## src/rtl/irq_timer_cpu_pkg.sv

```systemverilog
// ---------------------------------------------------------------------------
// irq_timer_cpu_pkg
// Shared definitions for the interrupt controller / compare timer.
//   - reg_idx_e : register index within the bus window (byte offset / stride)
//   - ctrl_t    : layout of the CTRL register
//   - bit positions and field widths used by the top level
// ---------------------------------------------------------------------------
package irq_timer_cpu_pkg;

    typedef enum logic [2:0] {
        REG_CTRL     = 3'd0,
        REG_PRESCALE = 3'd1,
        REG_COMPARE  = 3'd2,
        REG_COUNT    = 3'd3,
        REG_ENABLE   = 3'd4,
        REG_PENDING  = 3'd5,
        REG_STATUS   = 3'd6
    } reg_idx_e;

    // Number of decoded registers; index 7 and beyond read as zero.
    localparam int unsigned NUM_REGS = 7;

    localparam int unsigned CTRL_TIMER_EN_BIT    = 0;
    localparam int unsigned CTRL_AUTO_RELOAD_BIT = 1;
    localparam int unsigned PENDING_TIMER_BIT    = 0;

    localparam int unsigned PRESCALE_WIDTH = 16;
    localparam int unsigned TIMER_WIDTH    = 32;

    // Packed so that bit 0 = timer_en and bit 1 = auto_reload.
    typedef struct packed {
        logic auto_reload;
        logic timer_en;
    } ctrl_t;

endpackage

```

## src/rtl/irq_timer_cpu_irq_sync_edge.sv

```systemverilog
// ---------------------------------------------------------------------------
// irq_sync_edge
// Brings one asynchronous interrupt line into the clk_i domain with a 2-flop
// synchroniser and flags its rising edge for one cycle.
//   clk_i      in  system clock
//   reset_n_i  in  asynchronous active-low reset
//   async_i    in  raw external interrupt line
//   edge_o     out one-cycle pulse on a synchronised 0->1 transition
// ---------------------------------------------------------------------------
module irq_sync_edge (
    input  logic clk_i,
    input  logic reset_n_i,
    input  logic async_i,
    output logic edge_o
);

    logic sync1_q;
    logic sync2_q;
    logic sync2_d_q;

    // NOTE: sequential state uses non-blocking assignments so every flop
    // samples the pre-edge value of its neighbour, giving a true shift chain.
    always_ff @(posedge clk_i or negedge reset_n_i) begin
        if (!reset_n_i) begin
            sync1_q   <= 1'b0;
            sync2_q   <= 1'b0;
            sync2_d_q <= 1'b0;
        end else begin
            sync1_q   <= async_i;
            sync2_q   <= sync1_q;
            sync2_d_q <= sync2_q;
        end
    end

    // A level held high produces a single pulse.
    assign edge_o = sync2_q & ~sync2_d_q;

endmodule

```

## src/rtl/irq_timer_cpu.sv

```systemverilog
// ---------------------------------------------------------------------------
// irq_timer_cpu
// Memory-mapped interrupt controller with a built-in compare timer.
//   clk_i      in  system clock
//   reset_n_i  in  asynchronous active-low reset
//   address_i  in  CPU byte address
//   data_i     in  CPU write data
//   rd_wr_i    in  1 = write strobe
//   data_o     out registered read data (1-cycle latency)
//   irq_src_i  in  asynchronous external interrupt lines
//   irq_o      out registered level interrupt to the CPU
// Register k sits at BaseAddress + k*Address_Wording:
//   0 CTRL  1 PRESCALE  2 COMPARE  3 COUNT  4 ENABLE  5 PENDING(W1C)  6 STATUS
// PENDING bit 0 is the timer, bit i+1 is irq_src_i[i].
// ---------------------------------------------------------------------------
module irq_timer_cpu
    import irq_timer_cpu_pkg::*;
#(
    parameter int unsigned BaseAddress     = 0,
    parameter int unsigned NumSources      = 8,
    parameter int unsigned Address_Wording = 4,
    parameter int unsigned address_width   = 32,
    parameter int unsigned data_width      = 32
) (
    input  logic                     clk_i,
    input  logic                     reset_n_i,
    input  logic [address_width-1:0] address_i,
    input  logic [data_width-1:0]    data_i,
    input  logic                     rd_wr_i,
    output logic [data_width-1:0]    data_o,
    input  logic [NumSources-1:0]    irq_src_i,
    output logic                     irq_o
);

    localparam int unsigned PW = NumSources + 1;
    localparam logic [address_width-1:0] BASE_ADDR = address_width'(BaseAddress);
    localparam logic [address_width-1:0] STRIDE    = address_width'(Address_Wording);

    // -----------------------------------------------------------------------
    // Register state
    // -----------------------------------------------------------------------
    ctrl_t                     ctrl_q;
    logic [PRESCALE_WIDTH-1:0] prescale_q;
    logic [PRESCALE_WIDTH-1:0] prescaler_q;
    logic [TIMER_WIDTH-1:0]    compare_q;
    logic [TIMER_WIDTH-1:0]    count_q;
    logic [PW-1:0]             enable_q;
    logic [PW-1:0]             pending_q;

    // -----------------------------------------------------------------------
    // Address decode: a hit needs an in-window, stride-aligned address.
    // -----------------------------------------------------------------------
    logic [address_width-1:0] offset;
    logic                     hit;
    reg_idx_e                 idx;

    // NOTE: every signal driven here gets a default at the top of the block,
    // so no path leaves it unassigned and no latch is inferred.
    always_comb begin
        offset = address_i - BASE_ADDR;
        hit    = (address_i >= BASE_ADDR)
              && ((offset % STRIDE) == '0)
              && ((offset / STRIDE) < address_width'(NUM_REGS));
        idx    = reg_idx_e'(3'(offset / STRIDE));
    end

    logic [TIMER_WIDTH-1:0] wdata;
    logic wr_sel, wr_ctrl, wr_prescale, wr_compare, wr_count, wr_enable, wr_pending;

    assign wdata       = TIMER_WIDTH'(data_i);
    assign wr_sel      = rd_wr_i && hit;
    assign wr_ctrl     = wr_sel && (idx == REG_CTRL);
    assign wr_prescale = wr_sel && (idx == REG_PRESCALE);
    assign wr_compare  = wr_sel && (idx == REG_COMPARE);
    assign wr_count    = wr_sel && (idx == REG_COUNT);
    assign wr_enable   = wr_sel && (idx == REG_ENABLE);
    assign wr_pending  = wr_sel && (idx == REG_PENDING);

    // -----------------------------------------------------------------------
    // Plain configuration registers
    // -----------------------------------------------------------------------
    always_ff @(posedge clk_i or negedge reset_n_i) begin
        if (!reset_n_i) begin
            ctrl_q     <= '0;
            prescale_q <= '0;
            compare_q  <= '0;
            enable_q   <= '0;
        end else begin
            if (wr_ctrl)     ctrl_q     <= ctrl_t'(wdata[1:0]);
            if (wr_prescale) prescale_q <= wdata[PRESCALE_WIDTH-1:0];
            if (wr_compare)  compare_q  <= wdata;
            if (wr_enable)   enable_q   <= wdata[PW-1:0];
        end
    end

    // -----------------------------------------------------------------------
    // Prescaler and compare timer
    // -----------------------------------------------------------------------
    logic tick;
    logic match;
    logic timer_set;

    assign tick      = ctrl_q.timer_en && (prescaler_q == prescale_q);
    // Compare always uses the pre-edge COUNT, even when the CPU overwrites it.
    assign match     = (count_q == compare_q);
    assign timer_set = tick && match;

    always_ff @(posedge clk_i or negedge reset_n_i) begin
        if (!reset_n_i) begin
            prescaler_q <= '0;
            count_q     <= '0;
        end else begin
            // Disabling the timer parks the prescaler at 0 so a re-enable
            // always starts a full prescale period.
            if (!ctrl_q.timer_en || tick) prescaler_q <= '0;
            else                          prescaler_q <= prescaler_q + 1'b1;

            // CPU write beats the timer update; the increment wraps naturally.
            if (wr_count)  count_q <= wdata;
            else if (tick) count_q <= (match && ctrl_q.auto_reload) ? '0 : count_q + 1'b1;
        end
    end

    // -----------------------------------------------------------------------
    // External sources
    // -----------------------------------------------------------------------
    logic [NumSources-1:0] src_edge;

    for (genvar i = 0; i < NumSources; i++) begin : g_src
        irq_sync_edge u_sync_edge (
            .clk_i     (clk_i),
            .reset_n_i (reset_n_i),
            .async_i   (irq_src_i[i]),
            .edge_o    (src_edge[i])
        );
    end

    // -----------------------------------------------------------------------
    // Pending / interrupt output
    // -----------------------------------------------------------------------
    logic [PW-1:0] set_mask;
    logic [PW-1:0] clr_mask;
    logic [PW-1:0] status;

    assign set_mask = {src_edge, timer_set};
    assign clr_mask = wr_pending ? wdata[PW-1:0] : '0;
    assign status   = pending_q & enable_q;

    always_ff @(posedge clk_i or negedge reset_n_i) begin
        if (!reset_n_i) begin
            pending_q <= '0;
            irq_o     <= 1'b0;
        end else begin
            // Set is applied after clear so a colliding event is never lost.
            pending_q <= (pending_q & ~clr_mask) | set_mask;
            irq_o     <= |status;
        end
    end

    // -----------------------------------------------------------------------
    // Read path
    // -----------------------------------------------------------------------
    logic [TIMER_WIDTH-1:0] rd_val;

    always_comb begin
        rd_val = '0;
        if (hit) begin
            case (idx)
                REG_CTRL:     rd_val = TIMER_WIDTH'(ctrl_q);
                REG_PRESCALE: rd_val = TIMER_WIDTH'(prescale_q);
                REG_COMPARE:  rd_val = compare_q;
                REG_COUNT:    rd_val = count_q;
                REG_ENABLE:   rd_val = TIMER_WIDTH'(enable_q);
                REG_PENDING:  rd_val = TIMER_WIDTH'(pending_q);
                REG_STATUS:   rd_val = TIMER_WIDTH'(status);
                default:      rd_val = '0;
            endcase
        end
    end

    always_ff @(posedge clk_i or negedge reset_n_i) begin
        if (!reset_n_i) data_o <= '0;
        else            data_o <= data_width'(rd_val);
    end

endmodule

```

## config.mk

```make
export PLATFORM = sky130hd
export DESIGN_NAME = irq_timer_cpu
export DESIGN_NICKNAME = d
export VERILOG_FILES = /design/src/rtl/irq_timer_cpu_pkg.sv /design/src/rtl/irq_timer_cpu_irq_sync_edge.sv /design/src/rtl/irq_timer_cpu.sv
export SDC_FILE = /design/constraint.sdc
export NUM_CORES = 1
export LEC_CHECK = 0
export CELL_PAD_IN_SITES_DETAIL_PLACEMENT = 0
export CELL_PAD_IN_SITES_GLOBAL_PLACEMENT = 1
export CORE_MARGIN = 5
export CORE_UTILIZATION = 44
export CTS_BUF_LIST = sky130_fd_sc_hd__clkbuf_4 sky130_fd_sc_hd__clkbuf_8 sky130_fd_sc_hd__clkbuf_16
export DETAILED_ROUTE_END_ITERATION = 16
export PLACE_DENSITY = 0.87
export REMOVE_ABC_BUFFERS = 1
export SLEW_MARGIN = 25
export SYNTH_ARGS = -nofsm -noshare
export SYNTH_HDL_FRONTEND = slang
export SYNTH_SLANG_ARGS = --single-unit
```

## constraint.sdc

```tcl
create_clock -name clk_i -period 2.89 [get_ports clk_i]
set_input_delay 0.4335 -clock clk_i [delete_from_list [all_inputs] [get_ports clk_i]]
set_output_delay 0.4335 -clock clk_i [all_outputs]
set_load 0.02 [all_outputs]
```

======== Word level (Yosys, flattened, before mapping) ========
Cells that the tools add are included.
storage, ports and cells
  output and inout bits ................... 33
  RAM bits ................................ 0
  memory bits (read-only) ................. 0
  bits in latches ......................... 0
  memories ................................ 0
  register bits after elaboration ......... 173
operators by class
  $lt $le $gt $ge ......................... 2
  bitwise logic cells ..................... 20
  add/subtract/negate cells ............... 2
  multiplexer cells ....................... 7
  reduce and logical (&&, ||, !) cells .... 18
  $mul .................................... 0
  equal/unequal tests ..................... 8
  shift operators ......................... 0
  div/mod/pow operators ................... 0
operators by type and width
  operator                                              count
  case mux 32 bit (7 select lines)                      1
  two-way mux 32 bit                                    4
  adder 32 x 1 -> 32 bit, second input constant         1
  == test 32 bit                                        1
  >= comparator 32 x 1 -> 1 bit, second input constant  1
  logical NOT 32 bit                                    1
  < comparator 30 x 3 -> 1 bit, second input constant   1
  bitwise AND 9 bit                                     2
  adder 16 x 1 -> 16 bit, second input constant         1
  == test 16 bit                                        1
  two-way mux 16 bit                                    1
  logical AND 1 bit                                     12
  == test 3 bit, second input constant                  3
  two-way mux 9 bit                                     1
  inverter 9 bit                                        1
  bitwise OR 9 bit                                      1
  OR reduction 9 bit                                    1
  bitwise AND 1 bit                                     8
  inverter 1 bit                                        8
  == test 3 x 2 -> 1 bit, second input constant         2
  == test 3 x 1 -> 1 bit, second input constant         1
  logical NOT 3 bit                                     1
  nonzero test 2 bit                                    1
  logical NOT 1 bit                                     1
  logical OR 1 bit                                      1

======== Logic depth before layout (Yosys ltp) ========
  depth after elaboration ................. 9
  depth in mapped cells ................... 9
  mapped depth without buffers ............ 7

======== Modules after synthesis ========
A second synthesis with hierarchy kept.
second synthesis, totals
  cells, all modules ...................... 838
  area total of the unflattened synthesis .. 8774.7 um^2
modules (own cells, without submodules)
  module         sequential area each (um^2)  instances  area each (um^2)  cells an instance
  irq_timer_cpu  3728.6                       1          8064.0            806
  irq_sync_edge  75.1                         8          88.8              4

======== Worst setup path before layout ========
No wires, ideal clock.
  path kind ............................... input-to-reg
  start ................................... input port address_i[4]
  end ..................................... register compare_q[0]
  setup time .............................. 0.128 ns
  arrival ................................. 2.066 ns
  setup slack ............................. 0.697 ns
  data required time ...................... 2.762 ns
  cell stages on the path ................. 9
  path buffers ............................ 4
  cell sequence ........................... clkbuf_1 -> nor2b_1 -> clkbuf_1 -> and2_1 -> buf_2 -> nand2_1 -> nor2_1 -> buf_2 -> mux2_1
between the ends
  cells in the longest elaborated chain, start to end .. 5
  elaborated cells on any way between the ends .. 7
  classes of those cells .................. 2 x order compare; 1 x eq/ne; 4 x reduce/logical
RTL lines
  item                           line                 text
  start, declared                irq_timer_cpu.sv:27  input logic [address_width-1:0] address_i,
  >= comparator 32 x 1 -> 1 bit  irq_timer_cpu.sv:61  hit = (address_i >= BASE_ADDR)
  logical AND 1 bit              irq_timer_cpu.sv:62  && ((offset % STRIDE) == '0)
  logical AND 1 bit              irq_timer_cpu.sv:63  && ((offset / STRIDE) < address_width'(NUM_REGS));
  logical AND 1 bit              irq_timer_cpu.sv:71  assign wr_sel = rd_wr_i && hit;
  logical AND 1 bit (*)          irq_timer_cpu.sv:74  assign wr_compare = wr_sel && (idx == REG_COMPARE);
  end signal, assigned           irq_timer_cpu.sv:91  if (wr_compare) compare_q <= wdata;
  end, declared                  irq_timer_cpu.sv:45  logic [TIMER_WIDTH-1:0] compare_q;
Mark *: on every way between the ends. The rest lies on a longest branch, timed or not.
A chain may end at the register's enable or synchronous reset.

======== Worst setup path after layout ========
  start ................................... register count_q[1]
  end ..................................... register count_q[17]
between the ends
  cells in the longest elaborated chain, start to end .. 5
  elaborated cells on any way between the ends .. 6
  classes of those cells .................. 1 x add/sub; 1 x eq/ne; 3 x mux; 1 x reduce/logical
RTL lines
  item                                                                            line                  text
  start, declared                                                                 irq_timer_cpu.sv:46   logic [TIMER_WIDTH-1:0] count_q;
  start signal, assigned                                                          irq_timer_cpu.sv:119  if (wr_count) count_q <= wdata;
  start signal, assigned                                                          irq_timer_cpu.sv:120  else if (tick) count_q <= (match && ctrl_q.auto_reload) ? '0 : count_q + 1'b1;
  parallel branches: the longest is 2 deep, another holds adder 32 x 1 -> 32 bit  -
  two-way mux 32 bit (*) (2 in a row)                                             irq_timer_cpu.sv:120
  two-way mux 32 bit (*)                                                          irq_timer_cpu.sv:119
Every way passes the cells marked *. The select of a mux whose other input is x is not followed.

==> metrics.txt <==
status finished, final reports clean; Setup Skew 0.0119 ns; startpoint types register; Final Power 5050 uW; Syn Inst Count 829; largest cells by area after synthesis dfrtp_1 (50%), mux2_1 (6.6%), xnor2_1 (5.5%); most frequently used flop master after synthesis dfrtp_1; routability cong. 0.898; sequential area share after synthesis 49.8%; antenna violations before repair 0; Rel. slew slack 59.4%; first-pass GRT wire length 37400 um; DRC viols 0; DP Cell Count 1176; initial drt markers 663; vias in the first global route 6947; Sink Count 173; combinational share of power 5.4%; flip-flop and latch count after synthesis 173; critical path capture point type register; clock power share 46.2%; clock root cell clkbuf_16; Crit path arrival time 2.91 ns; post-route insts no fill 1209; worst-case clock buffer depth 2; Leakage 0.00459 uW; Hold Path Class reg2reg; Yosys top cell area share 49.8%; share of flip-flops with an asynchronous set or reset 100%; synthesis-to-layout area growth 22.6%; critical path class reg2reg; # setup viols final 0; peak supply drop 0.000366 V; post-route ant nets 0; Internal 3820 uW; Layout Nets 1008; largest net degree at the start of global routing 59; GR Overflow Total 0; share of cells above drive strength 1 11.2%; final-report max-slew violation count 0; Vert. Die Dim 151 um; Vias 6954; Post-synth EDFFs 0; Placed Area 10100 um^2; synth warn 0; Synth cell types 65; Max-cap violations 0; Sw Ratio 24.4%; HPWL Detailed 16100 um; RSZ-0062 raised after global routing no; sequential cell fraction of total power 48.4%; die width 151 um; min cycle time layout 2.59 ns; clk_lat worst skew 0.44 ns; Critical Path Fanout Max 30; Initial Util 44.7%; ANT cells 0; final period utilization 89.8%; Detailed Route WL 22800 um; CTS buffer count 17; Clk pin slew, worst setup/hold paths 0.07 ns; Worst-Margin Slew 0.609 ns; Die Footprint 22700 um^2; hold_ws 0.352 ns; fmax 385 MHz; First-pass DRT Iterations 5; Psw 1230 uW; pwr dens 473 nW/um^2; Post-Syn Area per Cell 10.5 um^2; via/cell ratio 5.75; filler instances 1704; FP Rows 51; number of port buffers 107; All-Layer GR Usage 21.0%; # IOs 108; CP required 3.21 ns; Final Hold Fails 0; leading area contributor after synthesis dfrtp_1; H-tree levels 4; mapped cell area 8690 um^2; core area 19500 um^2; final instance area 10700 um^2; post-DR wirelength/cell 18.9 um; CTS tree built
[critical path, cell delays in order (launching register included)]
cell	delay (ns)
dfrtp_1	0.47
xnor2_1	0.33
nand4_1	0.28
nor4_4	0.28
nand3_1	0.34
buf_4	0.37
a311oi_1	0.31
nor3_1	0.08
[cells by family after synthesis]
logic type	count (synthesis)	synth area share, %
AO/OA/AOI/OAI	160	12.3
XOR/XNOR	62	6.25
adder cells (fa/ha/maj)	2	0.288
buffers and inverters	78	4.59
flip-flops	173	49.8
multiplexers	77	9.87
AND/OR/NAND/NOR	277	16.9
[routing by layer]
layer	part of all wire, %	up-vias	GRT usage, %
met2	47	240	33.4
li1	-	3196	-
met3	5.9	38	3.70
met5	0	-	0
met1	44	3480	29.0
met4	2.5	0	7.52
[synth_stat cells, types with 4 or more instances]
cell type,number
a211oi_1,13
a21oi_1,36
a22o_1,9
a22oi_1,27
a31oi_1,39
and2_1,4
and3_1,11
and4_1,8
buf_2,13
buf_6,8
clkbuf_1,34
dfrtp_1,173
inv_1,16
mux2_1,51
mux2_2,19
mux2i_1,7
nand2_1,42
nand3_1,34
nand4_1,22
nand4b_1,10
nor2_1,102
nor2b_1,5
nor3_1,8
nor4_1,6
o21ai_0,11
xnor2_1,55
xor2_1,7
[stage by stage]
stage	util (%)	setup WS [ns]	setup TNS, ns
finish	54.8	0.295	0
global route	54.8	0.218	0
CTS	54.8	0.351	0
detailed placement	51.6	0.204	0
global placement	51.6	0.266	0
floorplan	-	-0.550	-20.00
[cells in the final DEF, fill, tap and decap left out, drive strengths merged, types with 10 or more instances in the layout]
cell type      netlist  final
nand3               35     35
a211oi              13     13
buf                 28     38
a22oi               27     27
nor4                10     10
and3                13     13
mux2                70     70
clkdlybuf4s50        0    106
nand4b              10     10
nand4               24     24
a21oi               36     36
o21ai               12     12
xnor2               55     55
clkbuf              34     18
nand2               43     43
inv                 16     25
a31oi               39     39
nor2               103    103
dfrtp              173    173
[power groups by stage]
stage	logic, uW	clock network (uW)	registers (uW)
floorplan	51.7	0	2490
global placement	274	0	2490
detailed placement	274	0	2490
CTS	278	2370	2440
global route	301	2460	2440
finish	275	2330	2440
[final cells by class]
type                    count  area (um^2)  area share, %
inverters                  16         60.1          0.563
well taps                 265          332           3.11
multi-input cells         578         3970           37.2
flip-flops and latches    173         4330           40.6
clock buffers              18          433           4.06
repair buffers            145         1370           12.9
clock inverters            14          166           1.56
[timing repair]
action | in CTS | in global routing
hold endpoints to repair | 36 | 0
buffers inserted | 0 | 0
hold buffers | 1 | 0
resized for setup | 0 | 0
[registers in the layout (all words and copies together) (netlist names)]
name / cells
g_src.u_sync_edge.sync2_d_q: 8
g_src.u_sync_edge.sync2_q: 8
ctrl_q: 2
count_q: 32
g_src.u_sync_edge.sync1_q: 8
irq_o: 1
prescale_q: 16
compare_q: 32
prescaler_q: 16
data_o: 32
pending_q: 9
enable_q: 9
[path summary, 6_finish.rpt]
| kind | depth (start not counted) | end | start | slack, ns |
|---|---|---|---|---|
| worst max-delay path | 7 | count_q[17]$_DFFE_PN0P_ | count_q[1]$_DFFE_PN0P_ | 0.30 |
| worst min-delay path | 0 | g_src[7].u_sync_edge.sync2_q$_DFF_PN0_ | g_src[7].u_sync_edge.sync1_q$_DFF_PN0_ | 0.35 |
| worst max register to register | 7 | count_q[17]$_DFFE_PN0P_ | count_q[1]$_DFFE_PN0P_ | 0.30 |
| worst min register to register | 0 | g_src[7].u_sync_edge.sync2_q$_DFF_PN0_ | g_src[7].u_sync_edge.sync1_q$_DFF_PN0_ | 0.35 |
| max in group asynchronous | 3 | prescaler_q[15]$_DFF_PN0_ | reset_n_i | 1.59 |
| min in group asynchronous | 2 | data_o[19]$_DFF_PN0_ | reset_n_i | 0.55 |
Power figures use the tool's default switching activity.
